<file path="src/rtl/mux_2_1.sv">
// Advance-pulse source selector: run-mode prescaler tick or push-button step/repeat.
// Ports: clk, rst (async high), mode[1:0], change (async button), out (1-clk pulse). Option: DEBOUNCE_EN.
module mux_2_1 #(
  parameter int DIV           = 50_000_000,
  parameter int REPEAT_DELAY  = 25_000_000,
  parameter int REPEAT_PERIOD = 5_000_000,
  parameter int DEB_CYCLES    = 500_000
) (
  input  logic       clk,
  input  logic       rst,
  input  logic [1:0] mode,
  input  logic       change,
  output logic       out
);

  localparam logic [1:0] M_RUN  = 2'd0;
  localparam logic [1:0] M_STEP = 2'd1;
  localparam logic [1:0] M_REP  = 2'd2;
  localparam logic [1:0] M_HOLD = 2'd3;

  localparam int PW   = (DIV > 2) ? $clog2(DIV) : 1;
  localparam int RMAX = (REPEAT_DELAY > REPEAT_PERIOD) ?
                        REPEAT_DELAY : REPEAT_PERIOD;
  localparam int RW   = $clog2(RMAX + 1);

  logic          s1_q, s2_q, s3_q;
  logic [1:0]    fill_q;
  logic          armed;
  logic          filt;
  logic          rise;
  logic [PW-1:0] presc_q, presc_d;
  logic [RW-1:0] rep_q, rep_d;
  logic          ph_q, ph_d;
  logic          out_q, out_d;

  // The synchronizer holds reset zeros for its first edges; a level
  // already high at reset release must not look like a press.
  assign armed = (fill_q == 2'd3);

  always_ff @(posedge clk or posedge rst) begin
    if (rst) begin
      s1_q   <= 1'b0;
      s2_q   <= 1'b0;
      s3_q   <= 1'b0;
      fill_q <= 2'd0;
    end else begin
      s1_q <= change;
      s2_q <= s1_q;
      s3_q <= armed ? filt : s2_q;
      if (!armed) fill_q <= fill_q + 2'd1;
    end
  end

`ifdef DEBOUNCE_EN
  localparam int DW = $clog2(DEB_CYCLES + 1);

  logic          filt_q;
  logic [DW-1:0] deb_q;

  always_ff @(posedge clk or posedge rst) begin
    if (rst) begin
      filt_q <= 1'b0;
      deb_q  <= '0;
    end else if (!armed) begin
      filt_q <= s2_q;
      deb_q  <= '0;
    end else if (s2_q != filt_q) begin
      if (deb_q == DW'(DEB_CYCLES - 1)) begin
        filt_q <= s2_q;
        deb_q  <= '0;
      end else begin
        deb_q <= deb_q + 1'b1;
      end
    end else begin
      deb_q <= '0;
    end
  end

  assign filt = filt_q;
`else
  assign filt = s2_q;
`endif

  assign rise = armed & filt & ~s3_q;

  // Every counter falls back to zero unless its own mode keeps it
  // alive, so switching modes discards all pending progress.
  always_comb begin
    presc_d = '0;
    rep_d   = '0;
    ph_d    = 1'b0;
    out_d   = 1'b0;
    unique case (mode)
      M_RUN: begin
        out_d   = (presc_q == PW'(DIV - 1));
        presc_d = out_d ? '0 : presc_q + 1'b1;
      end
      M_STEP: out_d = rise;
      M_REP: begin
        if (filt) begin
          if (rise) begin
            out_d = 1'b1;
            rep_d = RW'(1);
          end else if (rep_q != '0) begin
            // ph_q: 0 = waiting initial delay, 1 = periodic phase
            if (rep_q == (ph_q ? RW'(REPEAT_PERIOD)
                               : RW'(REPEAT_DELAY))) begin
              out_d = 1'b1;
              rep_d = RW'(1);
              ph_d  = 1'b1;
            end else begin
              rep_d = rep_q + 1'b1;
              ph_d  = ph_q;
            end
          end
        end
      end
      M_HOLD: out_d = 1'b0;
      default: out_d = 1'b0;
    endcase
  end

  always_ff @(posedge clk or posedge rst) begin
    if (rst) begin
      presc_q <= '0;
      rep_q   <= '0;
      ph_q    <= 1'b0;
      out_q   <= 1'b0;
    end else begin
      presc_q <= presc_d;
      rep_q   <= rep_d;
      ph_q    <= ph_d;
      out_q   <= out_d;
    end
  end

  assign out = out_q;

endmodule

</file>
<file path="config.mk">
export PLATFORM = sky130hd
export DESIGN_NAME = mux_2_1
export DESIGN_NICKNAME = d
export VERILOG_FILES = /design/src/rtl/mux_2_1.sv
export SDC_FILE = /design/constraint.sdc
export NUM_CORES = 1
export LEC_CHECK = 0
export ABC_AREA = 1
export BUFFER_PORTS_ARGS = -buffer_cell sky130_fd_sc_hd__buf_2
export CAP_MARGIN = 25
export CORE_MARGIN = 2
export CORE_UTILIZATION = 40
export CTS_CLUSTER_SIZE = 20
export DETAILED_ROUTE_END_ITERATION = 7
export PLACE_DENSITY_LB_ADDON = 0.05
export REMOVE_ABC_BUFFERS = 1
export SYNTH_ARGS = -nofsm -noshare
export SYNTH_HDL_FRONTEND = slang
export SYNTH_SLANG_ARGS = --single-unit
</file>
<file path="constraint.sdc">
create_clock -name clk -period 2.3 [get_ports clk]
set_clock_uncertainty 0.1 [all_clocks]
set_input_delay 0.23 -clock clk [delete_from_list [all_inputs] [get_ports clk]]
set_output_delay 0.23 -clock clk [all_outputs]
set_load 0.02 [all_outputs]
</file>
==> results of run 1 <==
-- metrics by stage --
stage / utilization [%] / area, sq um / power [mW]
final: 45.0 / 3890 / 2.14
after global routing: 45.0 / 3890 / 2.24
after CTS: 45.0 / 3890 / 2.18
after detailed placement: 42.3 / 3650 / 1.10
after global placement: 42.3 / 3650 / 1.10
after floorplan: - / 3470 / 1.08
-- state kept, by name, indices dropped and copies added (netlist names) --
signal and flops:
s3_q 1, fill_q 2, ph_q 1, rep_q 25, s1_q 1, presc_q 26
out 1, filt 1
-- cells in the final DEF, fill, tap and decap left out, types with 4 or more instances in the layout --
master	netlist	final
xor2_1	22	22
nor3_1	15	15
nor2_2	25	25
nor3_2	4	4
nand3_1	28	28
nor2_1	95	95
nand2_1	97	97
nand4_1	14	14
nand2_2	8	8
buf_2	0	5
dfrtp_1	58	58
clkbuf_8	0	9
inv_1	55	54
xnor2_1	11	11
ha_1	4	4
inv_2	4	5
nor2_4	6	6
-- Yosys cell counts, types with 2 or more instances --
cell type / instances / share of area, %
nand3_1: 28 / 4.0
nor2_4: 6 / 1.9
ha_1: 4 / 1.4
a21oi_1: 3 / 0.43
o21ai_0: 3 / 0.43
xor2_1: 22 / 5.5
nand4_1: 14 / 2.5
inv_1: 55 / 5.9
inv_2: 4 / 0.43
nand3_2: 2 / 0.57
nor2_1: 95 / 10
nand2_2: 8 / 1.4
xnor2_1: 11 / 2.7
dfrtp_1: 58 / 41
nor2_2: 25 / 4.4
nor3_1: 15 / 2.1
nand2_1: 97 / 10
nor3_2: 4 / 1.1
-- cell families after synthesis --
family | synth area share [%]
buffers and inverters | 7.62
adders and majority gates | 1.42
DFF | 41.3
AOI/OAI and AO/OA | 0.996
xor gates and xnor gates | 8.22
and+or+nand+nor | 40.1
muxes | 0.320
-- cell type report --
type,count,area [sq um],area share [%]
tap,108,135,3.47
clock buffer,9,124,3.19
multi-input combinational,344,1800,46.2
sequential,58,1450,37.3
inverter,59,221,5.69
clock inverter,7,93.8,2.41
timing repair buffer,10,67.6,1.74
-- layer usage --
metal / wire, microns / up-vias / GRT usage (%)
met5: 0 / - / 0
met4: 264 / 0 / 10.7
met3: 204 / 24 / 3.65
met2: 4240 / 44 / 33.3
met1: 3570 / 1343 / 22.4
li1: - / 1479 / -
-- final timing paths --
| path | startpoint | to | cells after the start |
|---|---|---|---|
| max | rep_q[19] | rep_q[18] | 9 |
| min | mode[1] | out | 4 |
| max reg2reg | rep_q[19] | rep_q[18] | 9 |
| min reg2reg | s1_q | filt | 0 |
| max in group asynchronous | rst | presc_q[17] | 4 |
| min in group asynchronous | rst | rep_q[14] | 3 |
-- tightest hold or removal path, stage by stage --
cell and delay, ps:
buf_2 90, a21oi_1 30, nand2_1 50, nand2_1 40
-- power by group through the flow --
| stage | combinational (mW) | sequential [mW] | clock [mW] |
|---|---|---|---|
| after floorplan | 0.0316 | 1.05 | 0 |
| after global placement | 0.0553 | 1.05 | 0 |
| after detailed placement | 0.0564 | 1.05 | 0 |
| after CTS | 0.0588 | 1.03 | 1.09 |
| after global routing | 0.0653 | 1.03 | 1.14 |
| final | 0.0554 | 1.03 | 1.06 |
==> results.md, run 1 <==
- 1st-iter DRT viols: 126
- Kind of critical path: flip-flop to flip-flop
- Async S/R FF share, synth: between 90% and 100%
- Initial Utilization: around two fifths
- Worst Setup Slack, final: roughly 430 ps
- Outcome: finished clean
- Antenna-violating nets left: 0
- Crit path required time: roughly 2400 ps
- Routed WL: between 8 and 9 mm
- Largest net degree at the start of global routing: 29
- I/O pins: 6
- Die Ht: ~100 microns
- Ant. Diodes: 0
- Nets: just under 500
- Top cell family by delay on the critical path: simple AND/OR/NAND/NOR gates
- Internal Power: 1.65 mW
- Share of layout cells above drive strength 1: roughly 16%
- Number of synthesized register bits: between 50 and 60
- DIE WIDTH: 97.7 microns
- Max_cap viols: 0
- First-pass GRT wire length: 14.5 mm
- CTS Sinks: between 50 and 60
- Final setup fails: 0
- Total congestion overflow: 0
- TritonCTS clock tree: yes
- Slew @ Worst Pin: just under 600 ps
- Crit-path cells: nand2_2, inv_1, nand2_1, nor2_1, nand2_1, nor2_2, nand2_2, nand3_4, nor2_1
- Placed Cells: 577
- Worst slew margin: between 60% and 70%
- Core area: roughly 0.0086 sq mm
- Drt pass-1 iters: 4
- Slowest Stage Delay on Critical Path: approximately 420 ps
- DR vias: a little under 3000
- Power density over the cells: around 550 mW/mm^2
- DRC viols: 0
- Max Root-Sink Buffers: 2
- CTS clock-pin slew for the worst setup and hold paths: 80 ps
- Yosys cell types: 29
- GP Congestion: between 0.9 and 1
- RSZ-0062 raised after global routing: false
- Switching share of total power: around 23%
- Slowest cell on crit path: dfrtp_1
- Post-CTS setup buffers: 0
- Cell Rows: 34
- Num CTS Buffers: 9
- CP endpoint kind: flip-flop
- Hold crit path type: input pin to flip-flop
- Final Hold Fails: 0
- Resize count post-CTS: 0
- Detail Placement HPWL: between 6 and 7 mm
- Flop pwr share: approximately 48%
- Synth warn: 0
- Maximum VDD drop: slightly above 0.0003 V
- Slew Limit Fails: 0
- Hold buffer count at CTS: 2
- Comb pwr share: approximately 2.6%
- Post-synth EDFFs: 0
- Period minus WS final: 1870 ps
- # fillers: 914
- Depth of the CTS H-tree: 3
- Arrival @ worst endpoint: around 2000 ps
- Layout Cells excl Fill: between 500 and 600
- Clock share of power: 49.5%
- Wire per inst: between 10 and 15 microns
- Post-DR vias/cell: around 4.9
- P_leak: 1.60 nW
- WHS: 44.9 ps
- Switch Pwr: 0.498 mW
- IO buf count: 5
- Vias in the first global route: 3070
- Area growth syn-to-layout: 10.6%
- Crit path launch type: flip-flop
- Initial antenna violation count: 0
- Clk_lat worst skew: 340 ps
- Main synth FF type: dfrtp_1
- Die ar.: 0.00955 sq mm
- Worst slack, placed: 405 ps
- Fmax achieved: about 530 MHz
- Root Driver: clkbuf_8
- Post-synthesis sequential area ratio: 41.3%
- WP buf/inv: 1
- TNS Setup: 0 ps
- R2r setup slk: 430 ps
- Post-Syn Instances: between 400 and 500
- Tot GR Track Use: about a fifth
- Crit Path Max Fanout: 22
- Period utilization: 81.3%
- Synth Area per Inst: approximately 7.6 sq um
- Mapped Area: around 0.0035 sq mm
(Power assumes the default switching activity.)
==> run 2, diff against run 1 <==
--- a/config.mk
+++ b/config.mk
@@ -5,7 +5,7 @@
 export SDC_FILE = /design/constraint.sdc
 export NUM_CORES = 1
 export LEC_CHECK = 0
-export ABC_AREA = 1
+export ABC_AREA = 0
 export BUFFER_PORTS_ARGS = -buffer_cell sky130_fd_sc_hd__buf_2
 export CAP_MARGIN = 25
 export CORE_MARGIN = 2
==> constraint.sdc (replaced) <==
create_clock -name clk -period 1.55 [get_ports clk]
set_clock_uncertainty 0.1 [all_clocks]
set_input_delay 0.155 -clock clk [delete_from_list [all_inputs] [get_ports clk]]
set_output_delay 0.155 -clock clk [all_outputs]
set_load 0.02 [all_outputs]
==> run 2 against run 1 <==
  * The flow now finishes with violations (negative setup slack)
  * Setup slack worse by 1000 ps
  * Largest power group is now registers
  * Utilization increased by 19 points
  * Clock-buffer cell count up 2
  * Wire length increased by 9.8%
  * Largest cell class unchanged
  * Register-to-register slack got worse by 1000 ps
  * Highest routed layer unchanged
  * Cell area rose by 28%
  * Clock power up 8%
==> results.md, run 2 <==
- CTS clock-pin slew for the worst setup and hold paths: 60 ps (-20 ps)
- Crit-path cells: nand4_1, or4_4, a2111oi_4, buf_4, buf_12, o311a_2
- Drt pass-1 iters: 4 (unchanged)
- Yosys cell types: 46 (+59%)
- Depth of the CTS H-tree: 3 (unchanged)
- Kind of critical path: flip-flop to flip-flop
- Slowest Stage Delay on Critical Path: 540 ps (+120 ps)
- Failing checks: negative setup slack
- Worst slew margin: 68.8% (+8.1 points)
- GP Congestion: 0.807 (-15%)
- DR vias: 3023 (+4.6%)
- Crit path required time: 1730 ps (-680 ps)
- Max Root-Sink Buffers: 2 (unchanged)
- Arrival @ worst endpoint: 2330 ps (+350 ps)
- Wire per inst: 16.2 microns (+16%)
- WP buf/inv: 2 (+1)
- First-pass GRT wire length: 15.4 mm (+6.5%)
- Die Ht: 93.4 microns (-4.5%)
- Slew @ Worst Pin: 468 ps (-121 ps)
- Ant. Diodes: 0 (unchanged)
- Synth Area per Inst: 10.0 sq um (+33%)
- Core area: 0.00773 sq mm (-11%)
- Root Driver: clkbuf_8
- Tot GR Track Use: 23.0% (+3.7 points)
- Synth top cells by count: dfrtp_1, nand3_1, nand2_1, nor2_1
- Post-synth EDFFs: 0 (unchanged)
- Largest net degree at the start of global routing: 21 (-28%)
- Outcome: finished with violations
- Biggest register: presc_q
- Number of synthesized register bits: 58 (unchanged)
- Regs by FF count: presc_q: 26 flops, rep_q: 25 flops, fill_q: 2 flops
- Placed Cells: 510 (-12%)
- Layout Cells excl Fill: 561 (-5.7%)
- Power density over the cells: 572 mW/mm^2 (+3.7%)
- GR peak layer: met2
- Vias in the first global route: 3216 (+4.8%)
- Post-synthesis sequential area ratio: 45.4% (+4.1 points)
- Commonest non-fill, non-tap cells in the layout: buf_4, dfrtp_1, nand2_1, nand4_1, nand3_1
- IO buf count: 5 (unchanged)
- Met2 usage: 40.8% (+7.5 points)
- Die ar.: 0.00872 sq mm (-8.7%)
- 1st-iter DRT viols: 125 (-0.79%)
- Synth top area share: 45.4% (+4.1 points)
- Final Cell Area: 0.00499 sq mm (+28%)
- Top-count cell post-synth: dfrtp_1
- TNS Setup: -23690 ps (-23690 ps)
- Max reg flops: 26 (unchanged)
- RSZ-0062 raised after global routing: true
- Final Hold Fails: 0 (unchanged)
- Top cell family by delay on the critical path: simple AND/OR/NAND/NOR gates
- Mapped Area: 0.00319 sq mm (-9.1%)
- Async S/R FF share, synth: 100% (unchanged)
- Routed WL: 9.08 mm (+9.8%)
- Total congestion overflow: 0 (unchanged)
- Met1 usage: 27.0% (+4.6 points)
- DIE WIDTH: 93.4 microns (-4.5%)
- DRC viols: 0 (unchanged)
- Synth warn: 0 (unchanged)
- Fmax achieved: 465 MHz (-13%)
- Final setup fails: 52 (+52)
- Share of layout cells above drive strength 1: 52.3% (+36 points)
- Initial Utilization: 41.3% (+0.64 points)
- Period utilization: 139% (+57 points)
- Detail Placement HPWL: 5.75 mm (-10%)
- Num CTS Buffers: 9 (unchanged)
- Antenna-violating nets left: 0 (unchanged)
- Slew Limit Fails: 0 (unchanged)
- Most common cell after layout, fill and taps aside: buf_4
- Cell Rows: 32 (-5.9%)
- I/O pins: 6 (unchanged)
- CTS Sinks: 58 (unchanged)
- CP endpoint kind: flip-flop
- Synth top area cells: dfrtp_1, xor2_1, nor3_2, nand4_1, or3_1
- Slowest cell on crit path: or4_4
- Main synth FF type: dfrtp_1
- Hold crit path type: input pin to flip-flop
- Max_cap viols: 0 (unchanged)
- Area growth syn-to-layout: 56.1%
- Nets: 464 (-5.5%)
- Maximum VDD drop: 0.000457 V (+49%)
- Post-Syn Instances: 318 (-32%)
- TritonCTS clock tree: yes
- WHS: 116 ps (+71.4 ps)
- Crit Path Max Fanout: 5 (-77%)
- Placed cell areas: 0.00406 sq mm (+11%)
- Yosys top cell by area: dfrtp_1
- # fillers: 598 (-35%)
- Worst Setup Slack, final: -600 ps (-1030 ps)
- Post-DR vias/cell: 5.39 (+11%)
- P_leak: 2.01 nW (+25%)
- Initial antenna violation count: 0 (unchanged)
- Crit path launch type: flip-flop
- Period minus WS final: 2150 ps (+279 ps)
- Met3 usage: 5.32% (+1.7 points)
- Area taken by flip-flops and latches: 0.00145 sq mm (+0.17%)
- Area of the multi-input gates: 0.00198 sq mm (+10%)
- Clk_lat worst skew: 340 ps (about the same)
run 2: changes by cell type after synthesis, moves of 9 or more:
| cell | previous run | this run |
|---|---|---|
| nor3_2 | 4 | 13 |
| inv_1 | 55 | 10 |
| nand2_1 | 97 | 18 |
| nor2_2 | 25 | 0 |
| or4_1 | 0 | 10 |
| or3_1 | 0 | 17 |
| nor3_1 | 15 | 6 |
| nor2_1 | 95 | 18 |
| o21ai_0 | 3 | 14 |
run 2: kinds of logic after synthesis:
logic type	synth area share, %
AND/OR/NAND/NOR	30.0
flip-flops	45.4
AO/OA/AOI/OAI	11.6
XOR/XNOR	7.40
buffers and inverters	3.72
adder cells (fa/ha/maj)	1.57
multiplexers	0.353
run 2: final cells by class:
class | count | area share [%]
Clock buffer | 11 | 2.63
Tap cell | 102 | 2.56
Inverter | 10 | 0.753
Timing Repair Buffer | 140 | 24.8
Sequential cell | 58 | 29.2
Multi-Input combinational cell | 236 | 39.7
Clock inverter | 4 | 0.402
run 2: layer usage:
metal / up-vias / routed length, microns
met4: 0 / 192
met3: 17 / 246
li1: 1461 / -
met1: 1502 / 3880
met5: - / 0
met2: 43 / 4760
run 2: what timing repair did:
| item | CTS | global route |
|---|---|---|
| setup buffers | 21 | 9 |
| pin swaps | 26 | 21 |
| hold buffers | 4 | 0 |
| gates cloned | 6 | 1 |
| gates resized for setup | 64 | 32 |
| endpoints found under the setup margin | 52 | 52 |
| hold endpoints to repair | 20 | 0 |
run 2: worst paths after layout:
kind / start / end / slack, ps / cells after the start
max: rep_q[13] / rep_q[0] / -600 / 6
min: mode[0] / out / 120 / 4
max reg2reg: rep_q[13] / rep_q[0] / -600 / 6
min reg2reg: s1_q / filt / 250 / 0
max in group asynchronous: rst / rep_q[12] / 600 / 4
min in group asynchronous: rst / filt / 280 / 3
run 2: through the flow:
stage | power, mW | setup slack [ps] | utilization [%]
after floorplan | 1.60 | -1410 | -
after global placement | 1.66 | -603 | 52.6
after detailed placement | 1.66 | -673 | 52.6
after CTS | 2.88 | -546 | 62.3
after global routing | 2.97 | -665 | 64.5
final | 2.85 | -600 | 64.5
run 2: worst reg2reg max path, stage by stage (launching register included):
cell       delay (ps)
dfrtp_1           440
nand4_1           120
or4_4             540
a2111oi_4         380
buf_4             230
buf_12            120
o311a_2           160
run 2: report_power, final:
group / total, mW / switching [mW] / internal [mW]
clock network: 1.15 / 0.593 / 0.560
registers: 1.53 / 0.00610 / 1.52
logic: 0.171 / 0.0903 / 0.0807
